### src/rtl/cfa_window_assembler_pkg.sv
// Shared CFA window-assembler package.
// Holds the one-hot assembler state encoding, the default filter size and the
// window pixel index helper. Pixel (c, r) of a window or column lives at pixel
// slot c*FILTER_SIZE + r; column 0 is the leftmost, row 0 the top.
package cfa_window_assembler_pkg;

  localparam int unsigned CFA_FILTER_SIZE = 5;

  typedef enum logic [4:0] {
    CFA_WIN_IDLE   = 5'b00001,
    CFA_WIN_FILL   = 5'b00010,
    CFA_WIN_STREAM = 5'b00100,
    CFA_WIN_FLUSH  = 5'b01000,
    CFA_WIN_DONE   = 5'b10000
  } cfa_win_state_e;

  // Pixel slot of (c, r) inside a FILTER_SIZE x FILTER_SIZE window.
  function automatic int unsigned cfa_win_idx(input int unsigned c,
                                              input int unsigned r,
                                              input int unsigned fs);
    return c * fs + r;
  endfunction

endpackage

### src/rtl/cfa_window_assembler_column_stage.sv
// cfa_column_stage: staging column for the CFA window assembler.
// Collects FILTER_SIZE pixels of one column (top row first), zeroing padding
// positions, and flags col_full once the bottom row is written.
// Ports:
//   clk, rst        clock, synchronous active-high reset
//   clr             discard the partial column (frame start)
//   wr_en           write pix_data (or 0 when !pix_in_frame) at the write index
//   row_flush       this write starts a new row: write at index 0
//   commit          column consumed by the window array; clears col_full
//   col             staged column, row r at pixel slot r
//   col_full        whole column staged, awaiting commit
//   col_partial     (CFA_WIN_ERR_EN only) a column is partly written
module cfa_column_stage
  import cfa_window_assembler_pkg::*;
#(
  parameter int unsigned PIX_W       = 8,
  parameter int unsigned FILTER_SIZE = CFA_FILTER_SIZE
) (
  input  logic                         clk,
  input  logic                         rst,
  input  logic                         clr,
  input  logic                         wr_en,
  input  logic                         row_flush,
  input  logic                         commit,
  input  logic [PIX_W-1:0]             pix_data,
  input  logic                         pix_in_frame,
  output logic [FILTER_SIZE*PIX_W-1:0] col,
  output logic                         col_full
`ifdef CFA_WIN_ERR_EN
  ,
  output logic                         col_partial
`endif
);

  localparam int unsigned IDX_W = $clog2(FILTER_SIZE);

  logic [FILTER_SIZE*PIX_W-1:0] col_q, col_d;
  logic [IDX_W-1:0]             wr_idx_q, wr_idx_d;
  logic                         col_full_q, col_full_d;
  logic [IDX_W-1:0]             wr_pos;

  always_comb begin
    col_d      = col_q;
    wr_idx_d   = wr_idx_q;
    col_full_d = col_full_q;
    wr_pos     = row_flush ? '0 : wr_idx_q;
    if (clr) begin
      col_d      = '0;
      wr_idx_d   = '0;
      col_full_d = 1'b0;
    end else begin
      if (commit) begin
        col_full_d = 1'b0;
        wr_idx_d   = '0;
      end
      if (wr_en) begin
        for (int unsigned r = 0; r < FILTER_SIZE; r++) begin
          if (IDX_W'(r) == wr_pos) begin
            col_d[cfa_win_idx(0, r, FILTER_SIZE)*PIX_W +: PIX_W] =
              pix_in_frame ? pix_data : '0;
          end
        end
        // Index wraps to 0 on the bottom row so a committed column starts clean.
        if (wr_pos == IDX_W'(FILTER_SIZE - 1)) begin
          wr_idx_d   = '0;
          col_full_d = 1'b1;
        end else begin
          wr_idx_d = wr_pos + IDX_W'(1);
        end
      end
    end
  end

  always_ff @(posedge clk) begin
    if (rst) begin
      col_q      <= '0;
      wr_idx_q   <= '0;
      col_full_q <= 1'b0;
    end else begin
      col_q      <= col_d;
      wr_idx_q   <= wr_idx_d;
      col_full_q <= col_full_d;
    end
  end

  assign col      = col_q;
  assign col_full = col_full_q;
`ifdef CFA_WIN_ERR_EN
  assign col_partial = (wr_idx_q != '0);
`endif

endmodule

### src/rtl/cfa_window_assembler.sv
// cfa_window_assembler: assembles a sliding FILTER_SIZE x FILTER_SIZE window
// from the column-major pixel stream returned for the CFA address generator.
// Pipeline: staging column -> window shift array -> output register.
// Ports:
//   clk, rst                     clock, synchronous active-high reset
//   start                        begin frame (IDLE -> FILL, DONE -> IDLE)
//   pix_valid/pix_data           incoming pixel
//   pix_in_frame                 0 = padding position, stored as 0
//   row_update                   pixel is first of a new output row
//   frame_last                   current column is the last of the frame
//   en                           upstream may begin another column
//   win_valid/win_ready          output window handshake
//   window                       pixel (c, r) at [(c*FILTER_SIZE+r)*PIX_W +: PIX_W]
//   win_row/win_col              coordinates of the presented window
//   done                         frame complete, held until start
//   err                          only with CFA_WIN_ERR_EN: sticky protocol error
// Build option: define CFA_WIN_ERR_EN to add the err output.
module cfa_window_assembler
  import cfa_window_assembler_pkg::*;
#(
  parameter int unsigned PIX_W       = 8,
  parameter int unsigned FILTER_SIZE = CFA_FILTER_SIZE,
  parameter int unsigned ROW_W       = 11,
  parameter int unsigned COL_W       = 11
) (
  input  logic                                     clk,
  input  logic                                     rst,
  input  logic                                     start,
  input  logic                                     pix_valid,
  input  logic [PIX_W-1:0]                         pix_data,
  input  logic                                     pix_in_frame,
  input  logic                                     row_update,
  input  logic                                     frame_last,
  output logic                                     en,
  output logic                                     win_valid,
  input  logic                                     win_ready,
  output logic [FILTER_SIZE*FILTER_SIZE*PIX_W-1:0] window,
  output logic [ROW_W-1:0]                         win_row,
  output logic [COL_W-1:0]                         win_col,
  output logic                                     done
`ifdef CFA_WIN_ERR_EN
  ,
  output logic                                     err
`endif
);

  localparam int unsigned CNT_W    = $clog2(FILTER_SIZE + 1);
  localparam int unsigned COL_BITS = FILTER_SIZE * PIX_W;
  localparam int unsigned WIN_BITS = FILTER_SIZE * COL_BITS;

  cfa_win_state_e        state_q, state_d;
  logic [CNT_W-1:0]      fill_cnt_q, fill_cnt_d;
  logic [ROW_W-1:0]      row_cnt_q, row_cnt_d;
  logic [COL_W-1:0]      col_cnt_q, col_cnt_d;
  logic [WIN_BITS-1:0]   arr_q, arr_d;
  logic                  win_valid_q, win_valid_d;
  logic [WIN_BITS-1:0]   window_q, window_d;
  logic [ROW_W-1:0]      win_row_q, win_row_d;
  logic [COL_W-1:0]      win_col_q, win_col_d;
  logic                  done_q, done_d;
  logic                  row_pend_q, row_pend_d;
`ifdef CFA_WIN_ERR_EN
  logic                  err_q, err_d;
  logic                  col_partial;
`endif

  logic                  active, drop, wr_en, row_flush;
  logic                  emit_zone, out_busy, commit, emit, stage_clr;
  logic                  col_full;
  logic [COL_BITS-1:0]   stage_col;
  logic [WIN_BITS-1:0]   shifted;

  cfa_column_stage #(
    .PIX_W       (PIX_W),
    .FILTER_SIZE (FILTER_SIZE)
  ) u_stage (
    .clk          (clk),
    .rst          (rst),
    .clr          (stage_clr),
    .wr_en        (wr_en),
    .row_flush    (row_flush),
    .commit       (commit),
    .pix_data     (pix_data),
    .pix_in_frame (pix_in_frame),
    .col          (stage_col),
    .col_full     (col_full)
`ifdef CFA_WIN_ERR_EN
    ,
    .col_partial  (col_partial)
`endif
  );

  always_comb begin
    active = (state_q == CFA_WIN_FILL) || (state_q == CFA_WIN_STREAM);
`ifdef CFA_WIN_ERR_EN
    drop = pix_valid && row_update && col_partial;
`else
    drop = 1'b0;
`endif
    wr_en = active && pix_valid && !col_full && !drop;
    // A row_update that arrived while a full column was stalled is held in
    // row_pend_q and applied to the next accepted pixel, after the commit.
    row_flush = wr_en && (row_update || row_pend_q);
    emit_zone = fill_cnt_q >= CNT_W'(FILTER_SIZE - 1);
    out_busy  = win_valid_q && !win_ready;
    commit    = active && col_full && !(emit_zone && out_busy);
    emit      = commit && emit_zone;
    shifted   = {stage_col, arr_q[WIN_BITS-1:COL_BITS]};
    en        = !col_full && !out_busy;
  end

  always_comb begin
    state_d     = state_q;
    fill_cnt_d  = fill_cnt_q;
    row_cnt_d   = row_cnt_q;
    col_cnt_d   = col_cnt_q;
    arr_d       = arr_q;
    win_valid_d = win_valid_q;
    window_d    = window_q;
    win_row_d   = win_row_q;
    win_col_d   = win_col_q;
    done_d      = done_q;
    row_pend_d  = row_pend_q;
    stage_clr   = 1'b0;
`ifdef CFA_WIN_ERR_EN
    err_d = err_q;
    if (active && pix_valid && (col_full || (row_update && col_partial)))
      err_d = 1'b1;
`endif

    if (win_valid_q && win_ready) win_valid_d = 1'b0;

    if (commit) begin
      arr_d      = shifted;
      fill_cnt_d = emit_zone ? CNT_W'(FILTER_SIZE) : fill_cnt_q + CNT_W'(1);
    end

    // Loading the output register in the accept cycle gives bubble-free reuse.
    if (emit) begin
      win_valid_d = 1'b1;
      window_d    = shifted;
      win_row_d   = row_cnt_q;
      win_col_d   = col_cnt_q;
      col_cnt_d   = col_cnt_q + COL_W'(1);
    end

    if (row_flush) begin
      fill_cnt_d = '0;
      col_cnt_d  = '0;
      row_cnt_d  = row_cnt_q + ROW_W'(1);
      row_pend_d = 1'b0;
    end

    if (active && pix_valid && row_update && col_full) row_pend_d = 1'b1;

    case (state_q)
      CFA_WIN_IDLE: begin
        if (start) begin
          state_d    = CFA_WIN_FILL;
          fill_cnt_d = '0;
          row_cnt_d  = '0;
          col_cnt_d  = '0;
          row_pend_d = 1'b0;
          win_row_d  = '0;
          win_col_d  = '0;
          stage_clr  = 1'b1;
`ifdef CFA_WIN_ERR_EN
          err_d = 1'b0;
`endif
        end
      end
      CFA_WIN_FILL: begin
        if (commit && frame_last) state_d = CFA_WIN_FLUSH;
        else if (emit)            state_d = CFA_WIN_STREAM;
      end
      CFA_WIN_STREAM: begin
        if (commit && frame_last) state_d = CFA_WIN_FLUSH;
        else if (row_flush)       state_d = CFA_WIN_FILL;
      end
      CFA_WIN_FLUSH: begin
        if (!win_valid_q) begin
          state_d = CFA_WIN_DONE;
          done_d  = 1'b1;
        end
      end
      CFA_WIN_DONE: begin
        if (start) begin
          state_d   = CFA_WIN_IDLE;
          done_d    = 1'b0;
          row_cnt_d = '0;
          win_row_d = '0;
`ifdef CFA_WIN_ERR_EN
          err_d = 1'b0;
`endif
        end
      end
      default: state_d = CFA_WIN_IDLE;
    endcase
  end

  always_ff @(posedge clk) begin
    if (rst) begin
      state_q     <= CFA_WIN_IDLE;
      fill_cnt_q  <= '0;
      row_cnt_q   <= '0;
      col_cnt_q   <= '0;
      arr_q       <= '0;
      win_valid_q <= 1'b0;
      window_q    <= '0;
      win_row_q   <= '0;
      win_col_q   <= '0;
      done_q      <= 1'b0;
      row_pend_q  <= 1'b0;
`ifdef CFA_WIN_ERR_EN
      err_q       <= 1'b0;
`endif
    end else begin
      state_q     <= state_d;
      fill_cnt_q  <= fill_cnt_d;
      row_cnt_q   <= row_cnt_d;
      col_cnt_q   <= col_cnt_d;
      arr_q       <= arr_d;
      win_valid_q <= win_valid_d;
      window_q    <= window_d;
      win_row_q   <= win_row_d;
      win_col_q   <= win_col_d;
      done_q      <= done_d;
      row_pend_q  <= row_pend_d;
`ifdef CFA_WIN_ERR_EN
      err_q       <= err_d;
`endif
    end
  end

  assign win_valid = win_valid_q;
  assign window    = window_q;
  assign win_row   = win_row_q;
  assign win_col   = win_col_q;
  assign done      = done_q;
`ifdef CFA_WIN_ERR_EN
  assign err = err_q;
`endif

endmodule

### config.mk
export PLATFORM = sky130hd
export DESIGN_NAME = cfa_window_assembler
export DESIGN_NICKNAME = d
export VERILOG_FILES = /design/src/rtl/cfa_window_assembler_pkg.sv /design/src/rtl/cfa_window_assembler_column_stage.sv /design/src/rtl/cfa_window_assembler.sv
export SDC_FILE = /design/constraint.sdc
export NUM_CORES = 1
export LEC_CHECK = 0
export ABC_AREA = 1
export CAP_MARGIN = 20
export CORE_ASPECT_RATIO = 0.8
export CORE_MARGIN = 4
export CORE_UTILIZATION = 54
export DETAILED_ROUTE_END_ITERATION = 7
export PLACE_DENSITY = 0.84
export SETUP_SLACK_MARGIN = 0.4
export SLEW_MARGIN = 20
export SYNTH_ARGS = -nofsm -noshare
export SYNTH_HDL_FRONTEND = slang
export SYNTH_SLANG_ARGS = --single-unit
### constraint.sdc
create_clock -name clk -period 3 [get_ports clk]
set_input_delay 0.6 -clock clk [delete_from_list [all_inputs] [get_ports clk]]
set_output_delay 0.6 -clock clk [all_outputs]
set_load 0.005 [all_outputs]
==> results.md <==
* Fmax at 422 MHz
* Average size of a mapped cell at 7.80 um^2
* DRC at 0
* Number of cells on the worst hold path at 2
* Register area share after synthesis at 0.561
* Register Area at ~9000 um^2
* Vias in the first global route at 13700
* Cell mode on critical path: nor2_1
* Critical path fanouts, max at 16
* Max Cap Viol at 0
* Skew-Pair Late Insertion Delay at 0.54 ns
* Slew Limit Headroom at 0.167
* GPL Wtd Cong at between 0.9 and 1
* Reg2reg path depth at 13
* # diodes at 0
* Crit-path slowest cell: dfxtp_1
* Clock share of power at 0.450
* Post-synthesis mux area share at 0
* TritonCTS clock tree: yes
* Top cell type by total area after synthesis: dfxtp_1
* Endpoint type of the worst setup path: flop
* Congestion Overflow GR at 0
* Yosys warns at 0
* Via Count at 14700
* # clock sinks at between 400 and 500
* Starting Density at 0.553
* Final WS setup at 0.632 ns
* Leakage at 6.86 nW
* Flop pwr share at 0.518
* Final ANT Viol Nets at 0
* Clk_skew at 0.0211 ns
* Compound-cell area share of the yosys netlist at 0.148
* Cell Area, Placed at 19000 um^2
* Largest net degree at the start of global routing at 259
* Setup violators final at 0
* Post-Route WL at 45200 um
* Global Route Usage Sum at 0.260
* Largest delay share family, worst path: simple AND/OR/NAND/NOR gates
* Synth Area in Simple Gates at 0.228
* 1st-iter DRT viols at 1373
* Max IR drop VDD at roughly 0.53 mV
* Yosys top cell area share at 0.561
* Internal at 9.26 mW
* Synth cell types at 30
* Post-CTS Hold Buffers at 0
* Unrepaired setup endpoints after global routing: no
* Syn Inst Count at 2101
* Num rows at 56
* Drt wl/cell at between 15 and 20 um
* Pwr Density at between 500 and 600 nW/um^2
* # H-tree levels at 2
* Period utilization at 0.789
* Filler cell count at 2296
* Largest family of logic cells by synthesized area: simple AND/OR/NAND/NOR gates
* Slew @ Worst Pin at 1.25 ns
* Pre-antenna DRT Iters at 6
* Clock-pin slew on the worst setup and hold paths at 0.06 ns
* Crit path depth at 13
* Layout cells sized above 1 at 0.0511
* Area of the multi-input gates at 6370 um^2
* Critical Path AT at between 2 and 3 ns
* Design Power at approximately 12 mW
* HPWL Detailed at 30400 um
* Comb pwr share at 0.033
* Initial antenna violation count at 0
* Number of buffers created by CTS at 44
* Syn_nets at 2126
* Status: completed
* Die ar. at 33200 um^2
* Register bit total from synthesis at 459
* Final Instance Area at 20400 um^2
* Area contributors post-synth: dfxtp_1 (56%), nand2_1 (18%), a21oi_1 (13%)
* Worst setup SP type: flop
* Die Ht at 164 um
* Pre-CTS setup slack at 0.142 ns
* Final min period at 2.37 ns
* Clock root buffer: clkbuf_16
* Slew Limit Fails at 0
* Via/cell ratio at 5.43
* Switching Fraction at 0.218
* Longest Clk Path Bufs at 3
* Fin Setup TNS at 0 ns
* CP Class: flop to flop
* Die width at between 200 and 250 um
* Slowest stage delay, CP at 0.35 ns
* Worst path cell trace: inv_1 -> nor2_1 -> nand3_2 -> nand2_4 -> nand4_2 -> nand2_1 -> inv_1 -> ha_1 -> ha_1 -> nand2_4 -> nor2_1 -> a21oi_1 -> nor2_1
* Postcts setup bufs at 0
* IO Count at 241
* Synth Area in XOR/XNOR at 0.00428
* IO Port Bufs at 240
* Global-route wire length before repair at 71500 um
* Final hold violation count at 0
* Layout Nets at 2303
* Core box area at just under 30000 um^2
* Post-synthesis adder-cell area fraction at 0.00687
* Req. time, crit path at 3.41 ns
* Switching pwr at 2.58 mW
* Syn-to-layout area delta at 24.5%
* Mapped Area at 16400 um^2
* Hold Path Class: input port to flop
* Worst Path Buf+Inv at 2
==> synth_stat cells (all sizes together) <==
library cell and n:
ha 9, xnor2 1, clkbuf 76, a21oi 426, nand4 8, a211oi 2, nand2 791, xor2 7
or2 1, nand3 41, inv 57, nor3 9, o21bai 1, o21a 4, buf 62, dfxtp 459
a31oi 2, o21ai 44, nor2 101
==> power groups by stage <==
stage                     sequential [mW]  clock, mW  combinational (mW)
final                                6.13       5.32               0.385
after CTS                            6.13       5.36               0.373
after floorplan                      6.26          0               0.262
after detailed placement             6.27          0               0.368
after global placement               6.27          0               0.355
after global routing                 6.13       5.63               0.418
==> area by class of cell <==
| cell class | count | area share |
|---|---|---|
| Inverter | 57 | 0.0106 |
| Clock buffer | 66 | 0.0630 |
| Clock inverter | 13 | 0.00515 |
| Tap cell | 406 | 0.0249 |
| Multi-Input combinational cell | 1447 | 0.312 |
| Sequential cell | 459 | 0.450 |
| Timing Repair Buffer | 269 | 0.134 |
==> flip-flops by register name (all words and copies together) (netlist names), 3 cells and up <==
name and flops:
window 200, arr_q 160, u_stage.col 40, col_cnt_q 11
row_cnt_q 11, win_col 11, win_row 11, state_q 5
fill_cnt_q 3, u_stage.wr_idx_q 3
==> timing repair <==
| item | CTS | global route |
|---|---|---|
| setup endpoints to repair | 0 | 22 |
| resized for setup | 0 | 4 |
| endpoints found under the hold margin | 0 | 0 |
==> routing by layer <==
layer,wire (um),up-vias,track usage
li1,-,7132,-
met1,19900,6941,0.376
met2,20400,596,0.406
met3,3900,72,0.0486
met4,1040,0,0.0691
met5,0,-,0
==> metrics by stage <==
stage,util,cells,hold WS (ns)
floorplan,-,2101,0.439
global placement,0.641,2638,0.446
detailed placement,0.641,2638,0.453
CTS,0.688,2717,0.427
global route,0.689,2717,0.444
finish,0.689,2717,0.439
==> kinds of logic after synthesis <==
kind of cell	Yosys count
AO/OA/AOI/OAI	479
flip-flops	459
AND/OR/NAND/NOR	951
adder cells (fa/ha/maj)	9
XOR/XNOR	8
buffers and inverters	195
==> cells in the final DEF (no fill, tap or decap), types with 3 or more instances in the layout <==
| cell type | count |
|---|---|
| nand2_2 | 3 |
| dfxtp_1 | 459 |
| o21a_1 | 4 |
| clkinvlp_4 | 3 |
| clkbuf_16 | 45 |
| nor2_1 | 95 |
| clkbuf_1 | 13 |
| clkinv_2 | 7 |
| nor3_1 | 9 |
| ha_1 | 9 |
| nand4_1 | 6 |
| buf_4 | 20 |
| clkdlybuf4s50_1 | 239 |
| a21oi_1 | 426 |
| nand2_1 | 786 |
| nand3_1 | 37 |
| nor2_4 | 3 |
| clkbuf_8 | 8 |
| nor2_2 | 3 |
| xor2_1 | 7 |
| o21ai_0 | 43 |
| inv_1 | 54 |
| buf_12 | 9 |
==> worst paths after layout <==
path,start,slack (ns),to
max,state_q[2],0.63,u_stage.col[30]
min reg2reg,arr_q[65],0.46,window[25]
max reg2reg,state_q[2],0.63,u_stage.col[30]
min,rst,0.44,state_q[3]
Note: power is estimated with default switching activity, not from simulation.
